### config.mk
export PLATFORM = sky130hd
export DESIGN_NAME = ram_access_ctrl_flat
export DESIGN_NICKNAME = d
export VERILOG_FILES = /design/src/rtl/ram_access_ctrl_if.sv /design/src/rtl/ram_access_ctrl.sv /design/src/flat_wrapper.sv
export SDC_FILE = /design/constraint.sdc
export NUM_CORES = 1
export LEC_CHECK = 0
export BUFFER_PORTS_ARGS = -buffer_cell sky130_fd_sc_hd__buf_2
export CORE_MARGIN = 8
export CORE_UTILIZATION = 33
export CTS_BUF_LIST = sky130_fd_sc_hd__clkbuf_16
export DETAILED_ROUTE_END_ITERATION = 10
export GPL_ROUTABILITY_DRIVEN = 0
export PLACE_DENSITY = 0.7
export SKIP_LAST_GASP = 1
export SLEW_MARGIN = 20
export SYNTH_ARGS = -nofsm -noshare
export SYNTH_HDL_FRONTEND = slang
export SYNTH_SLANG_ARGS = --single-unit
### constraint.sdc
create_clock -name CLK -period 2.7 [get_ports CLK]
set_clock_uncertainty 0.15 [all_clocks]
set_input_delay 0.405 -clock CLK [delete_from_list [all_inputs] [get_ports CLK]]
set_output_delay 0.405 -clock CLK [all_outputs]
set_load 0.01 [all_outputs]
### src/rtl/ram_access_ctrl_if.sv
// Shared cache/SRAM types plus the bundle of arbiter-side and SRAM-side signals
// used by ram_access_ctrl (slave modport) and its environment (master modport).
package caches_pkg;
  typedef logic [31:0] word_t;
  typedef enum logic [1:0] {
    FREE   = 2'd0,
    BUSY   = 2'd1,
    ACCESS = 2'd2,
    ERROR  = 2'd3
  } ramstate_t;
endpackage

interface ram_access_ctrl_if #(
  parameter int ADDR_W = 16
);
  import caches_pkg::*;

  logic              ramREN;
  logic              ramWEN;
  word_t             ramaddr;
  word_t             ramstore;
  word_t             ramload;
  ramstate_t         ramstate;
  logic [ADDR_W-1:0] mem_addr;
  word_t             mem_wdata;
  logic              mem_ren;
  logic              mem_wen;
  word_t             mem_rdata;

  modport slave (
    input  ramREN, ramWEN, ramaddr, ramstore, mem_rdata,
    output ramload, ramstate, mem_addr, mem_wdata, mem_ren, mem_wen
  );

  modport master (
    output ramREN, ramWEN, ramaddr, ramstore, mem_rdata,
    input  ramload, ramstate, mem_addr, mem_wdata, mem_ren, mem_wen
  );
endinterface

### src/rtl/ram_access_ctrl.sv
// Fixed-latency SRAM access sequencer between the cache arbiter and a single-port SRAM.
// Define RAM_ERR_CHECK_EN to reject misaligned / out-of-range addresses via the FAULT state.
module ram_access_ctrl
  import caches_pkg::*;
#(
  parameter int LAT    = 2,
  parameter int ADDR_W = 16
) (
  input  logic             CLK,
  input  logic             RST,
  ram_access_ctrl_if.slave bus
);

  typedef enum logic [1:0] {
    IDLE  = 2'd0,
    WAIT  = 2'd1,
    DONE  = 2'd2,
    FAULT = 2'd3
  } state_t;

  localparam logic [3:0] CNT_LOAD = 4'(LAT - 1);

  state_t    state_q, state_d;
  logic [3:0] cnt_q, cnt_d;
  word_t     addr_q, addr_d;
  word_t     data_q, data_d;
  logic      wr_q, wr_d;
  word_t     ramload_q, ramload_d;
  ramstate_t ramstate_q, ramstate_d;
  logic      mem_ren_q, mem_ren_d;
  logic      mem_wen_q, mem_wen_d;

  logic req_s;
  logic req_wr_s;
  logic mismatch_s;
  logic addr_bad_s;

  function automatic ramstate_t state_to_ramstate(input state_t st);
    ramstate_t rs;
    case (st)
      IDLE:    rs = FREE;
      WAIT:    rs = BUSY;
      DONE:    rs = ACCESS;
      FAULT:   rs = ERROR;
      default: rs = FREE;
    endcase
    return rs;
  endfunction

`ifdef RAM_ERR_CHECK_EN
  function automatic logic addr_invalid(input word_t a);
    word_t hi;
    hi = a >> (ADDR_W + 2);
    return (a[1:0] != 2'b00) || (hi != 32'd0);
  endfunction
`endif

  // Request decode and comparison of live inputs against the latched request
  always_comb begin
    req_s      = bus.ramREN | bus.ramWEN;
    req_wr_s   = bus.ramWEN;
    mismatch_s = (bus.ramaddr != addr_q) || !req_s || (req_wr_s != wr_q);
`ifdef RAM_ERR_CHECK_EN
    addr_bad_s = req_s && addr_invalid(bus.ramaddr);
`else
    addr_bad_s = 1'b0;
`endif
  end

  // Next-state, latch, counter and registered-strobe logic
  always_comb begin
    state_d   = state_q;
    cnt_d     = cnt_q;
    addr_d    = addr_q;
    data_d    = data_q;
    wr_d      = wr_q;
    mem_ren_d = 1'b0;
    mem_wen_d = 1'b0;
    ramload_d = mem_ren_q ? bus.mem_rdata : ramload_q;

    case (state_q)
      IDLE: begin
        if (addr_bad_s) begin
          state_d = FAULT;
        end else if (req_s) begin
          state_d = WAIT;
          cnt_d   = CNT_LOAD;
          addr_d  = bus.ramaddr;
          data_d  = bus.ramstore;
          wr_d    = req_wr_s;
          // With a single BUSY cycle the strobe must already be scheduled here
          if (CNT_LOAD == 4'd0) begin
            mem_wen_d = req_wr_s;
            mem_ren_d = !req_wr_s;
          end else begin
            mem_wen_d = 1'b0;
            mem_ren_d = 1'b0;
          end
        end else begin
          state_d = IDLE;
        end
      end

      WAIT: begin
        // The strobe is already on the bus in the exit cycle, so it is committed
        if (cnt_q == 4'd0) begin
          state_d = DONE;
        end else if (mismatch_s) begin
          state_d = IDLE;
          cnt_d   = 4'd0;
        end else begin
          cnt_d = cnt_q - 4'd1;
          if (cnt_q == 4'd1) begin
            mem_wen_d = wr_q;
            mem_ren_d = !wr_q;
          end else begin
            mem_wen_d = 1'b0;
            mem_ren_d = 1'b0;
          end
        end
      end

      DONE: begin
        state_d = IDLE;
      end

      FAULT: begin
        state_d = IDLE;
      end

      default: begin
        state_d = IDLE;
        cnt_d   = 4'd0;
      end
    endcase

    ramstate_d = state_to_ramstate(state_d);
  end

  // State and output registers with synchronous reset
  always_ff @(posedge CLK) begin
    if (RST) begin
      state_q    <= IDLE;
      cnt_q      <= 4'd0;
      addr_q     <= 32'd0;
      data_q     <= 32'd0;
      wr_q       <= 1'b0;
      ramload_q  <= 32'd0;
      ramstate_q <= FREE;
      mem_ren_q  <= 1'b0;
      mem_wen_q  <= 1'b0;
    end else begin
      state_q    <= state_d;
      cnt_q      <= cnt_d;
      addr_q     <= addr_d;
      data_q     <= data_d;
      wr_q       <= wr_d;
      ramload_q  <= ramload_d;
      ramstate_q <= ramstate_d;
      mem_ren_q  <= mem_ren_d;
      mem_wen_q  <= mem_wen_d;
    end
  end

  assign bus.ramload   = ramload_q;
  assign bus.ramstate  = ramstate_q;
  assign bus.mem_addr  = addr_q[ADDR_W+1:2];
  assign bus.mem_wdata = data_q;
  assign bus.mem_ren   = mem_ren_q;
  assign bus.mem_wen   = mem_wen_q;

endmodule

### src/flat_wrapper.sv
// flat-port wrapper written by rule: the top's interface ports become plain ports
module ram_access_ctrl_flat import caches_pkg::*;
#(
  parameter int LAT    = 2,
  parameter int ADDR_W = 16
)
  (CLK, RST, bus_ramREN, bus_ramWEN, bus_ramaddr, bus_ramstore, bus_mem_rdata, bus_ramload, bus_ramstate, bus_mem_addr, bus_mem_wdata, bus_mem_ren, bus_mem_wen);
  ram_access_ctrl_if #(.ADDR_W(ADDR_W)) bus_i ();
  input  logic CLK;
  input  logic RST;
  input wire logic [$bits(bus_i.ramREN)-1:0] bus_ramREN;
  input wire logic [$bits(bus_i.ramWEN)-1:0] bus_ramWEN;
  input wire logic [$bits(bus_i.ramaddr)-1:0] bus_ramaddr;
  input wire logic [$bits(bus_i.ramstore)-1:0] bus_ramstore;
  input wire logic [$bits(bus_i.mem_rdata)-1:0] bus_mem_rdata;
  output wire logic [$bits(bus_i.ramload)-1:0] bus_ramload;
  output wire logic [$bits(bus_i.ramstate)-1:0] bus_ramstate;
  output wire logic [$bits(bus_i.mem_addr)-1:0] bus_mem_addr;
  output wire logic [$bits(bus_i.mem_wdata)-1:0] bus_mem_wdata;
  output wire logic [$bits(bus_i.mem_ren)-1:0] bus_mem_ren;
  output wire logic [$bits(bus_i.mem_wen)-1:0] bus_mem_wen;
  assign bus_i.ramREN = bus_ramREN;
  assign bus_i.ramWEN = bus_ramWEN;
  assign bus_i.ramaddr = bus_ramaddr;
  assign bus_i.ramstore = bus_ramstore;
  assign bus_i.mem_rdata = bus_mem_rdata;
  assign bus_ramload = bus_i.ramload;
  assign bus_ramstate = bus_i.ramstate;
  assign bus_mem_addr = bus_i.mem_addr;
  assign bus_mem_wdata = bus_i.mem_wdata;
  assign bus_mem_ren = bus_i.mem_ren;
  assign bus_mem_wen = bus_i.mem_wen;
  ram_access_ctrl #(.LAT(LAT), .ADDR_W(ADDR_W)) u_core (.CLK(CLK), .RST(RST), .bus(bus_i));
endmodule
==> results.py, run 1 <==
metrics = {
    "job": {
        "drv_cap": 0,
    },
    "route": {
        "drt-initial-drc-count": 205,
        "drt-pass1-iter-count": 4,
        "viasPerCell": 4.57,
        "drt_wl_total_mm": 11.9,
        "antenna_left": 0,
        "post_drt_wl_per_cell_microns": 14.1,
        "vias": 3852,
        "drc_errors": 0,
    },
    "logic_synthesis": {
        "ys_warn_count": 0,
        "syn_area_per_cell_sq_um": 8.53,
        "synth_seq_area_share": 0.491,
        "synth_area_sq_um": 4330,
        "synthesis.nets": 610,
        "postSynthCellCount": 507,
        "synth_cell_types": 29,
        "ys_ff_latch": 106,
    },
    "floorplan": {
        "initial_core_util": 0.332,
        "chipWidth_microns": 130,
        "die_area_sq_um": 17000,
        "boundaryPins": 184,
        "fp.coreArea_sq_um": 13000,
        "num_rows": 42,
        "dieHeight_microns": 130,
    },
    "sta": {
        "timing.fmax_mhz": 570,
        "slew_viol_final": 0,
        "post-route-period-util": 0.650,
        "final_hold_viol_count": 0,
        "finalSetupViolations": 0,
        "period_minus_slack_ns": 1.75,
        "rsz0062_at_grt": "false",
        "relSlewSlack": 0.589,
        "tightest_slew_ns": 0.614,
        "fin_tns_setup_ns": 0,
    },
    "cells_and_area": {
        "nets": 765,
        "stdcell_area_sq_um": 5580,
        "diodes": 0,
        "layout-drive-gt1-share": 0.318,
        "syn_to_final_growth_pct": 29.0,
    },
    "clock_tree": {
        "cts_setup_buffers": 0,
        "clk_latency_ns": 0.34,
        "ctsRootBufferMaster": "clkbuf_16",
        "clk_pin_slew_ns": 0.07,
        "cts_max_level": 3,
        "cts_resized": 0,
        "clock_path_buffers": 2,
        "cts_hold_buf": 0,
        "tritoncts": "built",
        "cts_num_sinks": 106,
        "numCtsBuffers": 9,
    },
    "power_and_ir_drop": {
        "peakVddDrop_mv": 0.272,
        "power.total_mw": 3.54,
        "power_leakage_nw": 2.41,
        "pwr_density_cell_nw_per_um2": 633,
    },
    "placement": {
        "dpl_cell_area_sq_um": 5290,
        "dp_hpwl_mm": 8.91,
        "io_buffers": 183,
    },
    "worst_setup_path": {
        "path_max_fanout": 3,
        "critPathCaptureType": "flip-flop",
        "arrival_ns": 1.87,
        "crit_required_ns": 2.81,
        "rr_startpoint": "u_core.addr_q[6]",
        "startpoint_type": "flip-flop",
        "crit_type": "flip-flop to flip-flop",
        "worstSetupStartpoint": "u_core.addr_q[6]",
    },
    "global_route": {
        "grt.total_usage": 0.136,
        "grt_pass1_vias": 3610,
        "grtUsageMet1": 0.171,
        "grtUsageMet3": 0.0357,
        "grt.busiest_layer": "met2",
        "use_met2": 0.214,
        "grt_overflow": 0,
        "grt_pass1_wl_mm": 18.3,
        "grt_start_max_net_pins": 37,
        "antenna_found_initial": 0,
    },
    "run_status": {
        "status": "complete, no violations",
    },
    "worst_hold_path": {
        "min_path_type": "input pin to flip-flop",
        "min_from": "bus_ramstore[27]",
    },
}
-- per-layer routing --
layer  up-vias  wire length (microns)
li1       1970                      -
met1      1733                   5040
met2       137                   5620
met3        12                   1010
met4         0                    172
met5         -                      0
-- critical path, stage by stage (launching register included) --
cell      delay, ns
dfxtp_1        0.33
xnor2_1        0.28
nand4_1        0.16
nor4_2         0.33
nand4b_1       0.18
o31ai_2        0.23
-- through the flow --
step,hold slack [ns],instances,setup slack (ns),utilization
2_1_floorplan,0.299,507,1.12,-
3_3_place_gp,0.290,827,0.715,0.406
3_5_place_dp,0.293,827,0.748,0.406
4_1_cts,0.124,843,0.950,0.428
5_1_grt,0.132,843,0.759,0.428
6_report,0.144,843,0.945,0.428
-- where the power goes --
group | switching (mW) | internal, mW | leakage, nW
registers | 0.0537 | 1.65 | 0.868
clock network | 0.583 | 0.718 | 0.139
logic | 0.316 | 0.218 | 1.40
total | 0.952 | 2.58 | 2.41
-- cells in the mapped netlist (all sizes together) --
master | instances | area share
a211oi | 1 | 0.0017
a21o | 1 | 0.0017
a21oi | 68 | 0.079
a22oi | 1 | 0.0017
and2 | 2 | 0.0029
buf | 31 | 0.045
clkbuf | 16 | 0.014
dfxtp | 106 | 0.49
ha | 3 | 0.0087
inv | 3 | 0.0026
mux2i | 32 | 0.074
nand2 | 129 | 0.11
nand2b | 1 | 0.0014
nand3 | 3 | 0.0035
nand3b | 1 | 0.0017
nand4 | 18 | 0.026
nand4b | 2 | 0.0041
nor2 | 38 | 0.033
nor3 | 6 | 0.0069
nor3b | 3 | 0.0052
nor4 | 3 | 0.0072
o2111ai | 1 | 0.0020
o21ai | 3 | 0.0035
o31ai | 1 | 0.0029
xnor2 | 34 | 0.069
-- sequential cells by signal (all words and copies together), names as in the netlist, 2 cells and up --
signal	flops
u_core.bus.ramstate	2
u_core.bus.ramload	32
u_core.bus.mem_wdata	32
u_core.addr_q	32
u_core.cnt_q	4
-- final timing paths --
path | to | slack (ns) | cells after the start
max | u_core.cnt_q[3] | 0.95 | 5
min | u_core.bus.mem_wdata[27] | 0.14 | 3
max reg2reg | u_core.cnt_q[3] | 0.95 | 5
min reg2reg | u_core.bus.mem_wdata[9] | 0.30 | 2
-- area by class of cell --
class / count / area [sq um]
multi-input combinational: 351 / 1950
tap: 176 / 220
fill: 1337 / 7450
clock inverter: 7 / 70.1
inverter: 3 / 11.3
sequential: 106 / 2120
clock buffer: 9 / 225
timing repair buffer: 191 / 978
-- cell usage in the layout (no fill, tap or decap), drive strengths merged, types with 2 or more instances in the layout --
cell | synthesis | final
nor2 | 38 | 38
a21oi | 68 | 68
nor3 | 6 | 6
and2 | 2 | 2
dfxtp | 106 | 106
clkbuf | 16 | 9
o21ai | 3 | 3
inv | 3 | 5
buf | 31 | 191
nand4b | 2 | 2
nor4 | 3 | 3
nand2 | 129 | 129
nand4 | 18 | 18
xnor2 | 34 | 34
ha | 3 | 3
mux2i | 32 | 32
nand3 | 3 | 3
nor3b | 3 | 3
clkinvlp | 0 | 3
-- cells by family (layout without fill, tap and decap cells) --
group / Yosys count / after routing / share of synthesized area
and+or+nand+nor: 206 / 206 / 0.204
DFF: 106 / 106 / 0.491
AOI/OAI and AO/OA: 76 / 76 / 0.0923
buffers and inverters: 50 / 210 / 0.0616
xor gates and xnor gates: 34 / 34 / 0.0688
muxes: 32 / 32 / 0.0741
adders and majority gates: 3 / 3 / 0.00868
Note: power is estimated with default switching activity, not from simulation.
==> inputs of run 2 (changes only) <==
--- a/config.mk
+++ b/config.mk
@@ -11,7 +11,7 @@
 export CTS_BUF_LIST = sky130_fd_sc_hd__clkbuf_16
 export DETAILED_ROUTE_END_ITERATION = 10
 export GPL_ROUTABILITY_DRIVEN = 0
-export PLACE_DENSITY = 0.7
+export PLACE_DENSITY = 0.72
 export SKIP_LAST_GASP = 1
 export SLEW_MARGIN = 20
 export SYNTH_ARGS = -nofsm -noshare
==> constraint.sdc (replaced) <==
create_clock -name CLK -period 1.5 [get_ports CLK]
set_clock_uncertainty 0.15 [all_clocks]
set_input_delay 0.225 -clock CLK [delete_from_list [all_inputs] [get_ports CLK]]
set_output_delay 0.225 -clock CLK [all_outputs]
set_load 0.01 [all_outputs]
==> run 2 against run 1 <==
Effect of this change: critical path depth grew 1; wire length grew 33%; the run now ends with setup timing left; clock power grew 92%; critical endpoint unchanged; clock-buffer cell count is the same; register-to-register slack lost 1.2 ns; worst hold slack lost 0.017 ns.
==> results.py, run 2 (synthesized netlist as in run 1, its figures left out) <==
metrics = {
    "route": {
        "viasPerCell": 4.72,
        "met3_wirelength_mm": 1.34,
        "drc_errors": 0,
        "drt-initial-drc-count": 396,
        "antenna_left": 0,
        "drt-pass1-iter-count": 5,
        "post_drt_wl_per_cell_microns": 16.0,
        "wl_met2_mm": 8.08,
        "drt_wl_total_mm": 15.7,
        "wl_met1_mm": 5.89,
        "top_layer": "met4",
        "vias": 4653,
    },
    "power_and_ir_drop": {
        "power.switching_mw": 1.89,
        "combPwrFrac": 0.216,
        "peakVddDrop_mv": 0.761,
        "internal_power_mw": 5.22,
        "clkPwrFrac": 0.351,
        "power_leakage_nw": 3.23,
        "power.total_mw": 7.10,
        "pwr_density_cell_nw_per_um2": 973,
        "power_frac_seq": 0.433,
        "p_sw_frac": 0.265,
    },
    "placement": {
        "dp_hpwl_mm": 9.35,
        "io_buffers": 183,
        "placed_cells": 865,
        "dpl_cell_area_sq_um": 5670,
        "post-place-ws_ns": -0.242,
    },
    "cells_and_area": {
        "final_cell_mix": "182 x buf_2, 129 x nand2_1, 96 x dlygate4sd3_1",
        "n_fill_cell": 1132,
        "final_common_cell": "buf_2",
        "nets": 905,
        "stdcell_area_sq_um": 7300,
        "layout-drive-gt1-share": 0.368,
        "final_cell_count_no_fill": 985,
        "syn_to_final_growth_pct": 68.7,
    },
    "floorplan": {
        "fp.coreArea_sq_um": 13000,
        "die_area_sq_um": 17000,
        "boundaryPins": 184,
        "chipWidth_microns": 130,
        "dieHeight_microns": 130,
        "num_rows": 42,
        "initial_core_util": 0.332,
    },
    "clock_tree": {
        "clk_latency_ns": 0.35,
        "cts_max_level": 3,
        "ctsRootBufferMaster": "clkbuf_16",
        "numCtsBuffers": 9,
        "cts_num_sinks": 106,
        "tritoncts": "built",
        "clk_pin_slew_ns": 0.08,
        "clock_path_buffers": 2,
    },
    "worst_setup_path": {
        "critPathCaptureType": "flip-flop",
        "arrival_ns": 1.84,
        "path_max_fanout": 2,
        "crit_required_ns": 1.62,
        "startpoint_type": "flip-flop",
        "r2r_setup_slack_ns": -0.22,
        "crit_type": "flip-flop to flip-flop",
    },
    "worst_hold_path": {
        "min_path_type": "input pin to flip-flop",
    },
    "global_route": {
        "grt_start_max_net_pins": 39,
        "grt_pass1_vias": 4760,
        "grt_overflow": 0,
        "grt_pass1_wl_mm": 23.8,
        "antenna_found_initial": 1,
        "grt.total_usage": 0.177,
    },
    "sta": {
        "setup_ws_ns": -0.220,
        "finalSetupViolations": 7,
        "final_hold_viol_count": 0,
        "rsz0062_at_grt": "true",
        "slew_viol_final": 0,
        "relSlewSlack": 0.724,
        "timing.fmax_mhz": 581,
        "post-route-period-util": 1.15,
        "period_minus_slack_ns": 1.72,
        "tightest_slew_ns": 0.410,
    },
    "job": {
        "drv_cap": 0,
    },
    "run_status": {
        "violations": "setup timing",
        "status": "finished with violations",
    },
}
[run 2: cell types whose count changed in the layout (fill, tap and decap cells not counted), sizes merged]
cell / change
dlygate4sd3: +96
bufinv: +1
buf: +41
clkinvlp: -3
clkinv: +3
clkbuf: +2
inv: -1
diode: +2
bufbuf: +1
[run 2: critical path, cell delays in order (launching register included)]
cell	delay, ns
dfxtp_2	0.34
xnor2_2	0.14
buf_4	0.15
nand4_1	0.11
nor4_2	0.37
nand4b_1	0.19
o31ai_2	0.21
[run 2: path summary, 6_finish.rpt]
| kind | start | end | depth (start not counted) |
|---|---|---|---|
| worst max-delay path | u_core.addr_q[2] | u_core.cnt_q[3] | 6 |
| worst max register to register | u_core.addr_q[2] | u_core.cnt_q[3] | 6 |
| worst min-delay path | RST | u_core.bus.mem_ren | 4 |
| worst min register to register | u_core.bus.mem_wdata[19] | u_core.bus.mem_wdata[19] | 2 |
[run 2: repair_timing]
action	4_1_cts	5_1_grt
gates cloned	1	4
hold buffers	96	0
endpoints found under the setup margin	14	51
gates resized for setup	29	16
buffers inserted	1	0
hold endpoints to repair	96	0
pin swaps	24	8
[run 2: per-stage QoR]
stage | util | TNS [ns] | hold WS, ns
final | 0.560 | -1.25 | 0.127
after global routing | 0.560 | -1.95 | 0.136
after CTS | 0.549 | -0.442 | 0.0896
after detailed placement | 0.435 | -1.33 | 0.293
after global placement | 0.435 | -1.14 | 0.289
after floorplan | - | 0 | 0.211
[run 2: power groups by stage]
stage	Clock (mW)	Combinational, mW	Sequential, mW
2_1_floorplan	0	0.574	3.15
3_3_place_gp	0	1.15	3.11
3_5_place_dp	0	1.16	3.12
4_1_cts	2.55	1.42	3.07
5_1_grt	2.69	1.65	3.09
6_report	2.49	1.54	3.07
[run 2: cell type report]
class                   count  area [sq um]  area share
clock inverters             7          85.1      0.0117
multi-input cells         351          2170       0.298
repair buffers            331          2440       0.334
clock buffers               9           225      0.0309
flip-flops and latches    106          2140       0.293
inverters                   3          11.3     0.00154
well taps                 176           220      0.0302
diodes                      2          5.00    0.000686
[run 2: metal layers]
layer / GRT usage / vias to the layer above
li1: - / 2250
met1: 0.187 / 2170
met2: 0.319 / 198
met3: 0.0568 / 35
met4: 0.0716 / 0
met5: 0 / -
